===== src/rtl/pipe_sched.sv =====
// Pipeline scheduler: three-slot write scoreboard for RAW hazards in ID,
// branch sequencing for branches resolved in EX, and saturating stall/branch counters.
module pipe_sched #(
    parameter int CNT_W = 16
) (
    input  logic             clk,
    input  logic             reset,
    input  logic             id_valid,
    input  logic [4:0]       id_rs,
    input  logic [4:0]       id_rt,
    input  logic             id_uses_rs,
    input  logic             id_uses_rt,
    input  logic             id_reg_wr,
    input  logic [4:0]       id_rw,
    input  logic             id_is_branch,
    input  logic             ex_branch_taken,
    output logic             if_stall,
    output logic             id_stall,
    output logic             idex_bubble,
    output logic             ifid_flush,
    output logic [CNT_W-1:0] stall_cnt,
    output logic [CNT_W-1:0] taken_cnt
);

    typedef enum logic [1:0] {
        RUN   = 2'd0,
        BR_EX = 2'd1,
        FLUSH = 2'd2
    } state_t;

    state_t     state, state_nx;
    logic       s_ex_v, s_mem_v, s_wr_v;
    logic [4:0] s_ex_rw, s_mem_rw, s_wr_rw;
    logic       rs_match, rt_match, hazard, issue;

    // No forwarding: any valid slot holding the source register blocks the read.
    assign rs_match = (s_ex_v  && (s_ex_rw  == id_rs)) ||
                      (s_mem_v && (s_mem_rw == id_rs)) ||
                      (s_wr_v  && (s_wr_rw  == id_rs));
    assign rt_match = (s_ex_v  && (s_ex_rw  == id_rt)) ||
                      (s_mem_v && (s_mem_rw == id_rt)) ||
                      (s_wr_v  && (s_wr_rw  == id_rt));
    assign hazard = id_valid &&
                    ((id_uses_rs && (id_rs != 5'd0) && rs_match) ||
                     (id_uses_rt && (id_rt != 5'd0) && rt_match));
    assign issue  = id_valid && (state == RUN) && !hazard;

    always_comb begin
        state_nx    = state;
        if_stall    = 1'b0;
        id_stall    = 1'b0;
        idex_bubble = 1'b0;
        ifid_flush  = 1'b0;
        case (state)
            RUN: begin
                if (hazard) begin
                    if_stall    = 1'b1;
                    id_stall    = 1'b1;
                    idex_bubble = 1'b1;
                end else if (issue && id_is_branch) begin
                    state_nx = BR_EX;
                end
            end
            BR_EX: begin
                if_stall    = 1'b1;
                id_stall    = 1'b1;
                idex_bubble = 1'b1;
                state_nx    = ex_branch_taken ? FLUSH : RUN;
            end
            FLUSH: begin
                ifid_flush  = 1'b1;
                idex_bubble = 1'b1;
                state_nx    = RUN;
            end
            default: state_nx = RUN;
        endcase
        // Reset holds the pipeline in a nop-injecting state regardless of FSM state.
        if (reset) begin
            if_stall    = 1'b0;
            id_stall    = 1'b0;
            idex_bubble = 1'b1;
            ifid_flush  = 1'b1;
        end
    end

    // Updates on the same (falling) edge as the pipeline registers.
    always_ff @(negedge clk) begin
        if (reset) begin
            state     <= RUN;
            s_ex_v    <= 1'b0;
            s_mem_v   <= 1'b0;
            s_wr_v    <= 1'b0;
            stall_cnt <= '0;
            taken_cnt <= '0;
        end else begin
            state    <= state_nx;
            s_wr_v   <= s_mem_v;
            s_wr_rw  <= s_mem_rw;
            s_mem_v  <= s_ex_v;
            s_mem_rw <= s_ex_rw;
            s_ex_v   <= issue && id_reg_wr && (id_rw != 5'd0);
            s_ex_rw  <= id_rw;
            if (idex_bubble && (stall_cnt != {CNT_W{1'b1}}))
                stall_cnt <= stall_cnt + 1'b1;
            if ((state == BR_EX) && ex_branch_taken && (taken_cnt != {CNT_W{1'b1}}))
                taken_cnt <= taken_cnt + 1'b1;
        end
    end

endmodule

===== config.mk =====
export PLATFORM = sky130hd
export DESIGN_NAME = pipe_sched
export DESIGN_NICKNAME = d
export VERILOG_FILES = /design/src/rtl/pipe_sched.sv
export SDC_FILE = /design/constraint.sdc
export NUM_CORES = 1
export LEC_CHECK = 0
export CORE_MARGIN = 2
export CORE_UTILIZATION = 45
export DETAILED_ROUTE_END_ITERATION = 8
export GPL_TIMING_DRIVEN = 0
export PLACE_DENSITY = 0.83
export RECOVER_POWER = 100
export REMOVE_ABC_BUFFERS = 1
export SLEW_MARGIN = 20
export SYNTH_ARGS = -nofsm -noshare
export SYNTH_HDL_FRONTEND = slang
export SYNTH_SLANG_ARGS = --single-unit

===== constraint.sdc =====
create_clock -name clk -period 2.56 [get_ports clk]
set_input_delay 0.384 -clock clk [delete_from_list [all_inputs] [get_ports clk]]
set_output_delay 0.384 -clock clk [all_outputs]
set_load 0.005 [all_outputs]

==> impl_metrics.csv, run 1 <==
group,metric,value,unit
pwr,powerDensity,509,nW/um^2
setup_path,required,2180,ps
placed_design,placed_area,3330,sq um
layout,area_growth,56.8,%
setup_path,startpoint,"s_mem_rw[0]",
yosys,ys_seq_elements,52,
setup_path,cp_slowest_cell,"edfxtp_1",
floorplanning,io_pins,59,
layout,drive_gt1_frac,0.432,
sta,fin_skew,25.2,ps
clock_network,htree_levels,2,
sta,setup_viol,23,
routing,wl_per_cell,16.0,microns
layout,stdcell_area,4270,sq um
clock_network,cts_made_buffers,5,
yosys,synth_area,2720,sq um
floorplanning,core,5890,sq um
routing,drtIter0Drc,145,
pwr,p_leak,1.94,nW
global_route,grt_pass1_wl,12400,microns
placed_design,gp_congestion,0.752,
yosys,yosysWarnings,0,
yosys,synth-async-reset-ratio,0,
floorplanning,die_height,81.8,microns
pwr,ir_drop,0.378,mV
setup_path,path_cells,"xor2_2 > nor4_2 > and3_1 > nor3_2 > o21ai_2 > a31oi_1 > nor2_1 > buf_2",
sta,final_hold_viol_count,0,
floorplanning,num_rows,28,
yosys,synth_edf_count,15,
routing,totalWireLength,8300,microns
setup_path,path_max_fanout,3,
placed_design,pre_cts_ws,-1710,ps
clock_network,numClockSinks,52,
sta,finalMaxSlewViolations,0,
clock_network,cts_tree,"done",
setup_path,crit_type,"reg2out",
clock_network,holdBufCountCts,0,
placed_design,dp_hpwl,4320,microns
clock_network,clk_pin_slew,60,ps
floorplanning,die_area,6690,sq um
layout,nFillCells,400,
clock_network,worstSkewPairLatency,380,ps
global_route,grt_max_degree,45,
setup_path,reg2reg_to,"stall_cnt[6]",
global_route,grt_pass1_vias,2833,
clock_network,clock_path_buffers,2,
setup_path,r2r_start,"stall_cnt[3]",
setup_path,cp-start-kind,"register",
placed_design,numPlacedInstances,401,
layout,nets,472,
min_path,hold_end,"s_mem_v",
min_path,hold_path_class,"reg2reg",
layout,final_cells,519,
layout,register_area,1260,sq um
layout,num_antenna_cells,0,
routing,detailroute.via_count,2770,
placed_design,port_buffers,58,
sta,rsz0062_at_grt,"true",
setup_path,path_delay_family,"simple AND/OR/NAND/NOR gates",
yosys,ys.flop_type,"dfxtp_1",
routing,vias_per_cell,5.34,
global_route,grt_overflow,0,
sta,setup_ws,-1330,ps
clock_network,clockRootBuffer,"clkbuf_8",
status,status,"complete, but fails checks",
setup_path,critPathCaptureType,"output port",
yosys,synth_cell_type_count,42,
sta,max_slew_margin,0.148,
sta,tightest_slew,1270,ps
layout,multi_input_area,1700,sq um
routing,drcViolationCount,0,
setup_path,cp.arrival,3500,ps
min_path,hold_start,"s_ex_v",
global_route,grt_use_total,0.240,
global_route,grt_antenna_before_repair,0,
status,failed_checks,"setup timing",
setup_path,ff2ff_path_depth,7,
routing,ant_nets,0,
floorplanning,die_x,81.8,microns
setup_path,slowest_delay,450,ps
floorplanning,initial_core_util,0.462,
setup_path,path_buf_inv,1,
yosys,synth_area_per_cell,9.79,sq um
setup_path,rrSetupSlack,-200,ps
min_path,hold_depth,1,
yosys,yosysSeqAreaShare,0.438,
routing,drt_pass1_iterations,4,
yosys,syn-instance-count,278,
run,cap_violations,0,
cell usage in the layout (no fill, tap or decap), types with 9 or more instances in the layout:
cell type	count
dfxtp_2	21
xor2_1	33
nand2_1	16
a21oi_1	9
buf_2	35
nor2_1	27
dfxtp_4	12
nand3_1	12
buf_4	50
xnor2_1	10
edfxtp_1	15
inv_1	56
Yosys cell counts, types with 2 or more instances:
master	n	area, sq um
nand2_1	19	71.3
ha_1	6	75.1
nand3_1	13	65.1
or3_1	2	12.5
or4_1	10	75.1
mux2i_1	2	20.0
nor4_1	6	37.5
nor4_2	2	25.0
o21ai_0	4	20.0
xnor2_1	10	87.6
nand4_1	8	50.1
nor3_1	5	25.0
nor4_4	2	42.5
o31ai_1	10	75.1
clkbuf_1	6	22.5
dfxtp_1	37	741
or2_2	3	18.8
and3_1	8	50.1
mux2_2	4	45.0
edfxtp_1	15	450
a21oi_1	11	55.1
inv_1	7	26.3
nor2_1	28	105
nor2b_1	5	31.3
buf_6	2	22.5
and4_1	3	26.3
xor2_1	35	307
cell type report:
type / count / area share
clock buffers: 5 / 0.0161
clock inverters: 55 / 0.0610
inverters: 6 / 0.00616
multi-input cells: 210 / 0.399
flip-flops and latches: 52 / 0.296
well taps: 75 / 0.0220
repair buffers: 115 / 0.198
repair inverters: 1 / 0.00176
registers in the layout, indices dropped and copies added, names as in the netlist:
signal and cells:
stall_cnt 16, taken_cnt 16, s_ex_rw 5, s_wr_rw 5, state 2, s_wr_v 1
s_mem_v 1, s_ex_v 1, s_mem_rw 5
metal layers:
metal / wire [microns] / vias to the layer above / global-route usage / share of wire
met4: 163 / 0 / 0.0883 / 0.020
met1: 3380 / 1346 / 0.263 / 0.41
li1: - / 1328 / - / -
met2: 4410 / 77 / 0.433 / 0.53
met5: 0 / - / 0 / 0
met3: 350 / 19 / 0.0747 / 0.042
through the flow:
step	util	hold slack, ps	power (mW)	TNS [ps]
finish	0.725	487	2.17	-22250
global placement	0.567	472	1.22	-80710
global route	0.725	511	2.30	-22920
detailed placement	0.566	473	1.22	-58420
CTS	0.710	489	2.15	-21580
floorplan	-	452	1.13	-19300
worst max-delay path by stage:
stage,endpoint,slack (ps),cells after the start
CTS,idex_bubble,-1300,7
global placement,s_ex_v,-2000,4
finish,id_stall,-1330,8
floorplan,stall_cnt[9],-940,7
global route,id_stall,-1430,8
detailed placement,stall_cnt[14],-1710,8
power by group:
group,internal (mW),total (mW),switching [mW]
Clock,0.494,1.01,0.514
Combinational,0.133,0.273,0.140
Sequential,0.869,0.891,0.0224
repair_timing:
item	in CTS	in global routing
gates cloned	3	0
endpoints found under the hold margin	0	0
endpoints found under the setup margin	86	45
buffers inserted	46	11
pin swaps	21	32
gates resized for setup	259	43
cell families (layout without fill, tap and decap cells):
family	Yosys count	after routing	share of synthesized area
fa+ha+maj	6	6	0.0276
compound gates	33	34	0.0864
xor+xnor	45	45	0.145
flops	52	52	0.438
simple gates	118	118	0.245
buf+inv	17	182	0.0308
mux	7	7	0.0280
(Power assumes the default switching activity.)
==> run 2: changes to the inputs <==
- CTS_CLUSTER_SIZE: not set -> 25
==> results of run 2 <==
The final DEF is identical to that of run 1; final timing and power are the same.
==> run 3: changes to the inputs <==
- clock period: 2.56 -> 5 ns (I/O delays scaled with it)
==> impl_metrics.csv, run 3 (synthesis results as in run 1) <==
group,metric,value,unit
setup_path,cp.arrival,3260,ps
clock_network,htree_levels,2,
sta,max_slew_margin,0.159,
pwr,switching_share,0.304,
pwr,clock_power_share,0.462,
global_route,grt_pass1_wl,11100,microns
floorplanning,die_area,6690,sq um
setup_path,rrSetupSlack,2070,ps
pwr,ir_drop,0.191,mV
clock_network,clockRootBuffer,"clkbuf_8",
status,failed_checks,"setup timing",
layout,drive_gt1_frac,0.199,
pwr,power_frac_seq,0.420,
min_path,hold_end,"s_wr_v",
routing,wl_per_cell,15.3,microns
layout,multi_input_area,1650,sq um
placed_design,gp_congestion,0.752,
clock_network,cts_made_buffers,5,
floorplanning,die_x,81.8,microns
setup_path,reg2reg_to,"stall_cnt[6]",
clock_network,clock_path_buffers,2,
layout,register_area,1190,sq um
setup_path,path_max_fanout,7,
global_route,grt_overflow,0,
routing,vias_per_cell,5.35,
floorplanning,num_rows,28,
pwr,p_leak,1.67,nW
floorplanning,io_pins,59,
setup_path,path_delay_family,"simple AND/OR/NAND/NOR gates",
setup_path,critPathCaptureType,"register",
layout,area_growth,48.0,%
setup_path,cp-start-kind,"input pin",
floorplanning,core,5890,sq um
global_route,grt_max_degree,44,
pwr,powerDensity,274,nW/um^2
placed_design,pre_cts_ws,-856,ps
layout,num_antenna_cells,0,
global_route,grt_use_total,0.215,
clock_network,worstSkewPairLatency,400,ps
layout,nets,436,
sta,finalMaxSlewViolations,0,
sta,setup_viol,19,
layout,reg_top3,"stall_cnt x16, taken_cnt x16",
setup_path,slowest_delay,500,ps
global_route,grt_pass1_vias,2550,
sta,tightest_slew,1250,ps
status,status,"complete, but fails checks",
floorplanning,die_height,81.8,microns
clock_network,cts_tree,"done",
pwr,internal_power,769,uW
pwr,pwr-share-comb,0.118,
min_path,hold_path_class,"reg2reg",
routing,drt_pass1_iterations,4,
pwr,p_sw,336,uW
setup_path,r2r_start,"stall_cnt[3]",
setup_path,required,2800,ps
sta,setup_ws,-465,ps
sta,rsz0062_at_grt,"true",
floorplanning,initial_core_util,0.462,
sta,fin_skew,40.8,ps
layout,nFillCells,440,
routing,ant_nets,0,
setup_path,ff2ff_path_depth,7,
placed_design,dp_hpwl,4320,microns
min_path,hold_depth,1,
routing,drcViolationCount,0,
setup_path,path_cells,"clkdlybuf4s15_2 > xor2_1 > nor4_1 > and3_1 > buf_4 > o31ai_4 > o311a_4 > buf_4 > buf_6 > buf_6 > buf_8 > or4_1 > a21oi_1",
placed_design,port_buffers,58,
setup_path,crit_type,"in2reg",
routing,totalWireLength,7400,microns
sta,fin_setup_tns,-6740,ps
setup_path,path_depth,13,
clock_network,holdBufCountCts,0,
setup_path,path_buf_inv,6,
min_path,hold_start,"s_mem_v",
layout,final_cell_mix,"inv_1, clkdlybuf4s50_1, dfxtp_1",
global_route,grt_antenna_before_repair,0,
run,cap_violations,0,
clock_network,numClockSinks,52,
routing,drtIter0Drc,99,
setup_path,cp_slowest_cell,"or4_1",
clock_network,clk_pin_slew,80,ps
routing,detailroute.via_count,2586,
sta,final_hold_viol_count,0,
layout,final_common_cell,"inv_1",
==> run 3: cell types whose count changed in the layout (fill, tap and decap cells not counted), moves of 3 or more <==
cell / before / now
dfxtp_4: 12 / 0
dfxtp_2: 21 / 1
clkbuf_2: 6 / 2
clkdlybuf4s50_1: 7 / 38
dfxtp_1: 4 / 36
buf_2: 35 / 6
nor3_2: 3 / 0
buf_4: 50 / 15
==> run 3: worst register-to-register path, delay by kind of cell (launching register included) <==
kind,cells,cell delay (ps)
AO/OA/AOI/OAI,1,80
AND/OR/NAND/NOR,6,2240
flip-flops,1,440
==> run 3: power groups by stage <==
stage | logic (mW) | clock network, mW | registers (mW)
after floorplan | 0.0464 | 0.0641 | 0.467
after global placement | 0.0895 | 0.0641 | 0.470
after detailed placement | 0.0921 | 0.0641 | 0.471
after CTS | 0.113 | 0.520 | 0.463
after global routing | 0.140 | 0.570 | 0.465
final | 0.131 | 0.510 | 0.464
==> run 3: stage by stage <==
| step | hold slack (ps) | std cells | util | power (mW) | instance area (sq um) |
|---|---|---|---|---|---|
| floorplan | 452 | 268 | - | 0.578 | 2660 |
| finish | 468 | 483 | 0.684 | 1.11 | 4030 |
| CTS | 489 | 473 | 0.655 | 1.10 | 3860 |
| global route | 494 | 483 | 0.684 | 1.18 | 4030 |
| detailed placement | 473 | 401 | 0.566 | 0.627 | 3330 |
| global placement | 472 | 401 | 0.567 | 0.623 | 3340 |
==> run 3: layout make-up <==
class                           instances  share of cell area
Multi-Input combinational cell        210               0.409
Sequential cell                        52               0.296
Timing Repair Buffer                   80               0.185
Clock inverter                         55              0.0646
Tap cell                               75              0.0233
Clock buffer                            5              0.0171
Inverter                                6             0.00559
==> run 3: worst max path at each step <==
stage                          to         from  slack (ps)
finish              stall_cnt[14]     id_rt[0]        -470
global route             id_stall  s_mem_rw[1]        -610
CTS                   idex_bubble  s_mem_rw[2]        -460
detailed placement  stall_cnt[14]     id_rs[1]        -860
global placement           s_ex_v        reset       -1140
floorplan            stall_cnt[9]     id_rs[3]         -90
==> run 3: routing by layer <==
metal,global-route usage,part of all wire
met1,0.241,0.42
met2,0.372,0.53
met3,0.0758,0.044
met4,0.0833,0.0050
met5,0,0
==> run 3: repair_timing <==
| item | CTS | global route |
|---|---|---|
| endpoints found under the setup margin | 22 | 20 |
| pin swaps | 21 | 29 |
| resized for setup | 66 | 41 |
| setup buffers | 11 | 10 |
| gates cloned | 2 | 0 |
